===== config.mk =====
export PLATFORM = sky130hd
export DESIGN_NAME = axis_write_ctrl
export DESIGN_NICKNAME = d
export VERILOG_FILES = /design/src/rtl/axis_write_ctrl_pkg.sv /design/src/rtl/axis_outstanding_cnt.sv /design/src/rtl/axis_write_ctrl.sv
export SDC_FILE = /design/constraint.sdc
export NUM_CORES = 1
export LEC_CHECK = 0
export ABC_AREA = 1
export ABC_CLOCK_PERIOD_IN_PS = 8900
export CORE_UTILIZATION = 57
export DETAILED_ROUTE_END_ITERATION = 8
export PLACE_DENSITY = 0.93
export SETUP_SLACK_MARGIN = 0.2
export SLEW_MARGIN = 20
export SYNTH_ARGS = -nofsm -noshare
export SYNTH_HDL_FRONTEND = slang
export SYNTH_SLANG_ARGS = --single-unit

===== constraint.sdc =====
create_clock -name clk -period 8.9 [get_ports clk]
set_clock_uncertainty 0.05 [all_clocks]
set_input_delay 1.335 -clock clk [delete_from_list [all_inputs] [get_ports clk]]
set_output_delay 1.335 -clock clk [all_outputs]
set_load 0.01 [all_outputs]

===== src/rtl/axis_write_ctrl_pkg.sv =====
`default_nettype none
// ============================================================================
//  Module      : axis_write_ctrl_pkg
//  Description : Shared AXI encodings and FSM state encoding for the
//                write-side controller and its outstanding-burst counter.
//  Revision    : 1.0 - initial release
// ============================================================================
package axis_write_ctrl_pkg;

    // AXI burst type and response encodings
    localparam logic [1:0] AXI_BURST_INCR = 2'b01;
    localparam logic [1:0] AXI_RESP_OKAY  = 2'b00;

    // One-hot FSM bit positions
    localparam int ST_IDLE_BIT = 0;
    localparam int ST_LOAD_BIT = 1;
    localparam int ST_ADDR_BIT = 2;
    localparam int ST_RESP_BIT = 3;
    localparam int ST_DONE_BIT = 4;

    typedef enum logic [4:0] {
        ST_IDLE = 5'b00001,
        ST_LOAD = 5'b00010,
        ST_ADDR = 5'b00100,
        ST_RESP = 5'b01000,
        ST_DONE = 5'b10000
    } state_t;

endpackage : axis_write_ctrl_pkg
`default_nettype wire


===== src/rtl/axis_outstanding_cnt.sv =====
`default_nettype none
// ============================================================================
//  Module      : axis_outstanding_cnt
//  Description : Counts AW bursts still waiting for a B response. Increments
//                on inc, decrements on dec, holds when both fire together.
//                A dec with nothing outstanding is a stray response and is
//                ignored so the count never underflows.
//  Revision    : 1.0 - initial release
// ============================================================================
module axis_outstanding_cnt
    import axis_write_ctrl_pkg::*;
#(
    parameter int MAX_OUTSTANDING = 4,
    parameter int CNT_W           = $clog2(MAX_OUTSTANDING + 1)
) (
    input  logic             clk,
    input  logic             rst,
    input  logic             inc,
    input  logic             dec,
    output logic [CNT_W-1:0] count,
    output logic             full
);

    localparam logic [CNT_W-1:0] MAX_CNT = CNT_W'(MAX_OUTSTANDING);
    localparam logic [CNT_W-1:0] ONE     = CNT_W'(1);

    logic dec_eff;
    logic inc_eff;

    // Stray responses are dropped; an increment at the limit only lands if a
    // response frees a slot in the same cycle.
    assign dec_eff = dec && (count != '0);
    assign inc_eff = inc && ((count != MAX_CNT) || dec_eff);
    assign full    = (count >= MAX_CNT);

    // Up/down counter; simultaneous inc and dec leave it unchanged
    always_ff @(posedge clk or posedge rst) begin
        if (rst) begin
            count <= '0;
        end else if (inc_eff && !dec_eff) begin
            count <= count + ONE;
        end else if (dec_eff && !inc_eff) begin
            count <= count - ONE;
        end
    end

endmodule : axis_outstanding_cnt
`default_nettype wire


===== src/rtl/axis_write_ctrl.sv =====
`default_nettype none
// ============================================================================
//  Module      : axis_write_ctrl
//  Description : Accepts one transfer command, hands its length to the
//                write-data stage, splits the transfer into INCR bursts on AW,
//                tracks outstanding bursts on B and pulses done at the end.
//                Optional macro AXIS_WRITE_CTRL_ERR_EN enables the sticky
//                err flag for non-OKAY write responses.
//  Revision    : 1.0 - initial release
// ============================================================================
module axis_write_ctrl
    import axis_write_ctrl_pkg::*;
#(
    parameter int CFG_DWIDTH      = 32,
    parameter int AXI_ADDR_WIDTH  = 32,
    parameter int AXI_LEN_WIDTH   = 8,
    parameter int CONVERT_SHIFT   = 3,
    parameter int WIDTH_RATIO     = 2,
    parameter int MAX_OUTSTANDING = 4
) (
    input  logic                      clk,
    input  logic                      rst,
    input  logic [AXI_ADDR_WIDTH-1:0] cfg_address,
    input  logic [CFG_DWIDTH-1:0]     cfg_length,
    input  logic                      cfg_valid,
    output logic                      cfg_ready,
    output logic [CFG_DWIDTH-1:0]     wr_length,
    output logic                      wr_valid,
    input  logic                      wr_ready,
    output logic [AXI_ADDR_WIDTH-1:0] axi_awaddr,
    output logic [AXI_LEN_WIDTH-1:0]  axi_awlen,
    output logic [2:0]                axi_awsize,
    output logic [1:0]                axi_awburst,
    output logic                      axi_awvalid,
    input  logic                      axi_awready,
    input  logic [1:0]                axi_bresp,
    input  logic                      axi_bvalid,
    output logic                      axi_bready,
    output logic                      done,
    output logic                      err
);

    localparam int RATIO_SHIFT = $clog2(WIDTH_RATIO);
    localparam int CNT_W       = $clog2(MAX_OUTSTANDING + 1);

    localparam logic [CFG_DWIDTH-1:0] BURST_BEATS = CFG_DWIDTH'(1) << AXI_LEN_WIDTH;
    localparam logic [CFG_DWIDTH-1:0] ONE_BEAT    = CFG_DWIDTH'(1);

    state_t                state;
    logic [CFG_DWIDTH-1:0] beats_left;
    logic [CFG_DWIDTH-1:0] burst_next;
    logic [CFG_DWIDTH-1:0] cfg_beats;
    logic [CNT_W-1:0]      outstanding;
    logic                  cnt_full;
    logic                  aw_fire;
    logic                  b_fire;

    assign axi_awsize  = 3'(CONVERT_SHIFT);
    assign axi_awburst = AXI_BURST_INCR;
    assign axi_bready  = 1'b1;
    assign cfg_ready   = state[ST_IDLE_BIT];

    assign cfg_beats  = cfg_length >> RATIO_SHIFT;
    // beats_left is frozen while awvalid is up, so this stays valid through
    // the handshake and doubles as the step size once it completes
    assign burst_next = (beats_left > BURST_BEATS) ? BURST_BEATS : beats_left;
    assign aw_fire    = axi_awvalid && axi_awready;
    assign b_fire     = axi_bvalid && axi_bready;

    axis_outstanding_cnt #(
        .MAX_OUTSTANDING (MAX_OUTSTANDING),
        .CNT_W           (CNT_W)
    ) u_outstanding_cnt (
        .clk   (clk),
        .rst   (rst),
        .inc   (aw_fire),
        .dec   (b_fire),
        .count (outstanding),
        .full  (cnt_full)
    );

    // Transfer sequencer: command latch, length handoff, burst issue, drain
    always_ff @(posedge clk or posedge rst) begin
        if (rst) begin
            state       <= ST_IDLE;
            wr_valid    <= 1'b0;
            wr_length   <= '0;
            axi_awvalid <= 1'b0;
            axi_awaddr  <= '0;
            axi_awlen   <= '0;
            beats_left  <= '0;
            done        <= 1'b0;
        end else begin
            done <= 1'b0;
            unique case (state)
                ST_IDLE: begin
                    if (cfg_valid) begin
                        axi_awaddr <= cfg_address;
                        wr_length  <= cfg_length;
                        beats_left <= cfg_beats;
                        if (cfg_beats == '0) begin
                            state <= ST_DONE;
                            done  <= 1'b1;
                        end else begin
                            state    <= ST_LOAD;
                            wr_valid <= 1'b1;
                        end
                    end
                end
                ST_LOAD: begin
                    if (wr_ready) begin
                        wr_valid <= 1'b0;
                        state    <= ST_ADDR;
                    end
                end
                ST_ADDR: begin
                    if (axi_awvalid) begin
                        if (axi_awready) begin
                            axi_awvalid <= 1'b0;
                            axi_awaddr  <= axi_awaddr + AXI_ADDR_WIDTH'(burst_next << CONVERT_SHIFT);
                            beats_left  <= beats_left - burst_next;
                            if (beats_left == burst_next) begin
                                state <= ST_RESP;
                            end
                        end
                    end else if ((beats_left != '0) && !cnt_full) begin
                        axi_awvalid <= 1'b1;
                        axi_awlen   <= AXI_LEN_WIDTH'(burst_next - ONE_BEAT);
                    end
                end
                ST_RESP: begin
                    if (outstanding == '0) begin
                        state <= ST_DONE;
                        done  <= 1'b1;
                    end
                end
                ST_DONE: begin
                    state <= ST_IDLE;
                end
                default: begin
                    state <= ST_IDLE;
                end
            endcase
        end
    end

`ifdef AXIS_WRITE_CTRL_ERR_EN
    // Sticky response error; a new error wins over the clear on command accept
    always_ff @(posedge clk or posedge rst) begin
        if (rst) begin
            err <= 1'b0;
        end else if (b_fire && (axi_bresp != AXI_RESP_OKAY)) begin
            err <= 1'b1;
        end else if (cfg_valid && state[ST_IDLE_BIT]) begin
            err <= 1'b0;
        end
    end
`else
    logic unused_bresp;
    assign unused_bresp = ^axi_bresp;
    assign err          = 1'b0;
`endif

endmodule : axis_write_ctrl
`default_nettype wire


---- After elaboration in Yosys (flattened, before gate mapping) ----
Index checks and enable logic that the tools add are counted.
word-level totals
  logic and storage cells ................. 82
  output and inout bits ................... 83
  bits in registers ....................... 115
  bits of input ports ..................... 72
operators by class
  order comparisons ....................... 2
  equality and inequality tests ........... 13
  add/sub/neg operators ................... 5
  bitwise operators ....................... 1
  mux-type cells .......................... 30
  reductions and logical operators ........ 22
operators with widths
  cell                   count
  $mux W32               7
  $pmux W32 S2           2
  $mux W5                7
  $add A32 B32 Y32       1
  $eq A32 B32 Y1         1
  $gt A32 B9 Y1 const B  1
  $logic_not A32 Y1      1
  $reduce_bool A32 Y1    1
  $sub A32 B32 Y32       1
  $pmux W5 S4            1
  $ne A2 B2 Y1 const B   7
  $mux W1                9
  $reduce_and A4 Y1      2
  $sub A8 B1 Y8 const B  1
  $logic_and A1 B1 Y1    6
  $mux W3                2
  $reduce_and A6 Y1      1
  $reduce_bool A2 Y1     3
  $eq A5 B1 Y1 const B   1
  $eq A5 B2 Y1 const B   1
  $eq A5 B3 Y1 const B   1
  $eq A5 B4 Y1 const B   1
  $pmux W1 S2            2
  $add A3 B1 Y3 const B  1
  other kinds (10)       12

---- Longest topological paths before layout ----
  word-level depth ........................ 8
  mapped depth ............................ 26

---- Modules after synthesis ----
A second synthesis with hierarchy kept.
unflattened totals
  cell total of the unflattened synthesis .. 1098
  area, all modules ....................... 7812.5 µm²
modules (own cells, without submodules)
  module                area an instance (µm²)  instances  cells an instance
  axis_write_ctrl       7611.0                  1          1072
  axis_outstanding_cnt  201.4                   1          26

---- Worst setup path after synthesis ----
OpenSTA, ideal clock, no wires.
  path kind ............................... register to register
  start ................................... register beats_left[20]
  end ..................................... register axi_awaddr[23]
  path slack .............................. 5.636 ns
  buffers on the path ..................... 1
  cell stages (with the launch flop) ...... 26
  arrival time ............................ 3.098 ns
  cell sequence ........................... dfrtp_1 inv_2 nand2_2 nor2_2 nand2_1 nor2_8 nand2_4 buf_2 nor2_1 ha_1 fa_1 nand2_1 o21ai_0 nand2_1 o21ai_0 nand3_1 nand2_1 nand3_1 nand2_1 nand2_1 nand2_1 nand2_1 nand2_1 nand3_1 nand2_1 nand2_1
between the ends
  cells in the longest elaborated chain, start to end .. 6
RTL lines
  element                   RTL line                text
  start: declaration        axis_write_ctrl.sv:50   logic [CFG_DWIDTH-1:0] beats_left;
  start signal: assignment  axis_write_ctrl.sv:100  beats_left <= cfg_beats;
  start signal: assignment  axis_write_ctrl.sv:121  beats_left <= beats_left - burst_next;
  $gt A32 B9 Y1             axis_write_ctrl.sv:66   assign burst_next = (beats_left > BURST_BEATS) ? BURST_BEATS : beats_left;
  $mux W32 (*)              axis_write_ctrl.sv:66
  $add A32 B32 Y32 (*)      axis_write_ctrl.sv:120  axi_awaddr <= axi_awaddr + AXI_ADDR_WIDTH'(burst_next << CONVERT_SHIFT);
  $mux W32 (*)              axis_write_ctrl.sv:118  if (axi_awready) begin
  $mux W32 (*)              axis_write_ctrl.sv:117  if (axi_awvalid) begin
  $pmux W32 S2 (*)          axis_write_ctrl.sv:95   unique case (state)
  end signal: assignment    axis_write_ctrl.sv:98   axi_awaddr <= cfg_address;
  end signal: assignment    axis_write_ctrl.sv:120
  end: declaration          axis_write_ctrl.sv:30   output logic [AXI_ADDR_WIDTH-1:0] axi_awaddr,
Mark *: on every way between the ends. The rest lies on a longest branch, timed or not. The select of a mux whose other input is x is not followed.
A chain may end at the register's enable or synchronous reset.

---- Final worst setup path ----
  start ................................... register beats_left[22]
  end ..................................... register axi_awaddr[23]
between the ends
  cells in the longest elaborated chain, start to end .. 6
RTL lines
  element           RTL line
  $gt A32 B9 Y1     axis_write_ctrl.sv:66
  $mux W32          axis_write_ctrl.sv:66
  $add A32 B32 Y32  axis_write_ctrl.sv:120
  $mux W32          axis_write_ctrl.sv:118
  $mux W32          axis_write_ctrl.sv:117
  $pmux W32 S2      axis_write_ctrl.sv:95
No other way between the ends. The select of a mux whose other input is x is not followed.

==> results.toml <==
[min_path]
min_from = "wr_length[26]$_DFFE_PP0P_"
hold_end = "wr_length[26]$_DFFE_PP0P_"
whs_path_depth = 2
hold_class = "flop to flop"

[floorplanning]
start_util = 0.5910
dieHeight_um = 119.6
num_rows = 42
core_region_area_um2 = 13350
die-area_um2 = 14310
die_width_um = 119.6
pin_count = 155

[timing]
worstMarginPinSlew_ps = 914.8
setup_viol = 0
maxSlewViolCount = 0
max_freq_ghz = 0.2359
period_share = 0.4763
period_minus_slack_ps = 4239
grt_setup_unrepaired = "false"
hold_violations = 0
setup_tns_ps = 0
relSlewSlack = 0.3894

[cells_and_area]
fin_util = 0.7612
nets = 1372
syn2layout_area_growth_pct = 28.79
layout-drive-gt1-share = 0.07416
final_cell_mix = "240 x nand2_1, 145 x clkdlybuf4s50_1, 132 x inv_1"
layout_commonest_cell = "nand2_1"
n_fill_cell = 964
fin_cells = 1458

[grt]
grt.total_usage = 0.3468
grt_pass1_vias = 8152
antenna_found_initial = 1
grt_pass1_wl_um = 39070
grt_max_degree = 66
grt_overflow = 0

[place]
gp_congestion = 0.9445
io_buffer_count = 145
dp_cells = 1425
place.detailed.hpwl_um = 16280

[setup_path]
worst_setup_path_start_kind = "flop"
r2r_slack_ps = 4660
reg2reg_to = "axi_awaddr[23]$_DFFE_PP0P_"
cp.arrival_ps = 4500
path_max_fanout = 19
end_kind = "flop"
cp.required_ps = 9160
r2r_cells = 24
r2r-start = "beats_left[22]$_DFFE_PP0P_"
worstSetupPathType = "flop to flop"

[yosys]
netlist_instances = 1114
synth.avg_cell_area_um2 = 7.082
ys_seq_area_frac = 0.3649
async_flop_share = 1.000
syn-cell-area_um2 = 7889
synth_edf_count = 0
synth_cell_type_count = 47
synth_seq_cells = 115
synth_warnings = 0
ys.flop_type = "dfrtp_1"

[clocking]
clkTransAtPathRegs_ps = 60
cts_tree = "yes"
clockBufferDepth = 2
cts_buffers = 17
cts_resized = 0
cts_root_buffer = "clkbuf_16"
postCtsHoldBufs = 0
htree_levels = 4
cts_setup_buffers = 0
worst_skew_pair.late_latency_ps = 430
cts.sinks = 115

[detailed_routing]
post_drt_via_cell_ratio = 5.718
wl_um = 23750
drtIter0Drc = 895
drc_errors = 0
vias = 8337
ant_nets = 0
drt-pass1-iter-count = 5
wl_per_cell_um = 16.29

[run_status]
status = "completed"

[power]
powerDensity_nw_per_um2 = 372.9
ir_drop_mv = 0.2894
leakage_nw = 4.859

[job]
drv_cap = 0
sequential cells by signal, indices dropped and copies added (netlist names):
register and cells:
done 1, axi_awaddr 32, beats_left 32, wr_length 32
state 5, axi_awvalid 1, u_outstanding_cnt.count 3, axi_awlen 8
wr_valid 1
power by group:
group	switching (mW)	internal (mW)
Clock	0.261	0.476
Sequential	0.222	0.784
Combinational	1.23	0.814
metrics by stage:
stage	power [mW]	hold slack, ps	worst slack (ps)	area [um2]
finish	3.789	437.5	4661	10160
global placement	2.863	415.9	4902	9530
detailed placement	2.946	428.0	4818	9530
global route	4.051	455.7	4298	10160
floorplan	2.252	441.3	4473	7983
CTS	3.726	439.5	4757	10160
synthesized netlist by cell type, types with 4 or more instances:
library cell / count / area (um2)
o21a_1: 4 / 30.03
a21oi_1: 78 / 390.4
nand2_2: 8 / 50.05
nor4_1: 11 / 68.82
inv_1: 133 / 499.2
clkbuf_1: 26 / 97.59
buf_4: 7 / 52.55
buf_1: 4 / 15.01
nand2_4: 5 / 56.30
nor3_1: 14 / 70.07
o21ai_0: 111 / 555.5
nor2_1: 126 / 473.0
ha_1: 30 / 375.4
nand4_1: 14 / 87.58
nand2_1: 240 / 900.9
o22ai_1: 4 / 25.02
xnor2_1: 4 / 35.03
nand3_1: 57 / 285.3
nor2_2: 6 / 37.54
xor2_1: 22 / 192.7
a31oi_1: 11 / 68.82
mux2_2: 11 / 123.9
inv_2: 13 / 48.80
o21ai_1: 24 / 120.1
dfrtp_1: 114 / 2853
final cells by class:
cell class                 count  area (um2)  share of cell area
clock inverter                12       178.9             0.01761
tap                          176       220.2             0.02167
antenna                        1       2.502           0.0002463
sequential                   115        2879              0.2834
timing repair buffer         150        1489              0.1466
inverter                     146       551.8             0.05431
clock buffer                  20       446.7             0.04397
multi-input combinational    838        4392              0.4323
layer usage:
layer	routed length (um)	up-vias	GRT usage
met1	9503	3915	0.4220
li1	-	3941	-
met5	0	-	0
met4	794	0	0.1641
met2	11730	399	0.5914
met3	1724	82	0.06606
cell families (layout without fill, tap and decap cells):
logic type	Yosys count	in the layout	share of synthesized area
buffers and inverters	186	328	0.09231
other	2	28	0.0009520
AND/OR/NAND/NOR	495	495	0.2787
multiplexers	11	11	0.01570
flip-flops	115	115	0.3649
adder cells (fa/ha/maj)	32	32	0.05266
XOR/XNOR	26	26	0.02886
AO/OA/AOI/OAI	247	247	0.1659
critical path, cell delays in order (launching register included):
cell     delay [ps]
dfrtp_1         400
inv_2            90
nand2_1         110
nor2_2          180
nand2_1         160
nor2_8          180
nand2_4         180
nor2_1          250
ha_1            290
fa_1            290
nand2_1         100
o21ai_0         270
nand2_1          80
o21ai_0         370
nand3_1         180
nand2_1         110
nand3_1          90
nand2_1         190
nand2_1         120
nand2_1         120
nand2_1          60
nand2_1          50
nand3_1          60
nand2_1          80
nand2_1          40
worst max path at each step:
stage	end	slack [ps]	startpoint	depth (start not counted)
2_1_floorplan	axi_awaddr[0]$_DFFE_PP0P_	4470	rst	1
3_3_place_gp	axi_awaddr[23]$_DFFE_PP0P_	4900	beats_left[23]$_DFFE_PP0P_	24
3_5_place_dp	axi_awaddr[23]$_DFFE_PP0P_	4820	beats_left[25]$_DFFE_PP0P_	24
4_1_cts	axi_awaddr[23]$_DFFE_PP0P_	4760	beats_left[22]$_DFFE_PP0P_	24
5_1_grt	axi_awaddr[23]$_DFFE_PP0P_	4300	beats_left[20]$_DFFE_PP0P_	24
6_report	axi_awaddr[23]$_DFFE_PP0P_	4660	beats_left[22]$_DFFE_PP0P_	24
(Power assumes the default switching activity.)
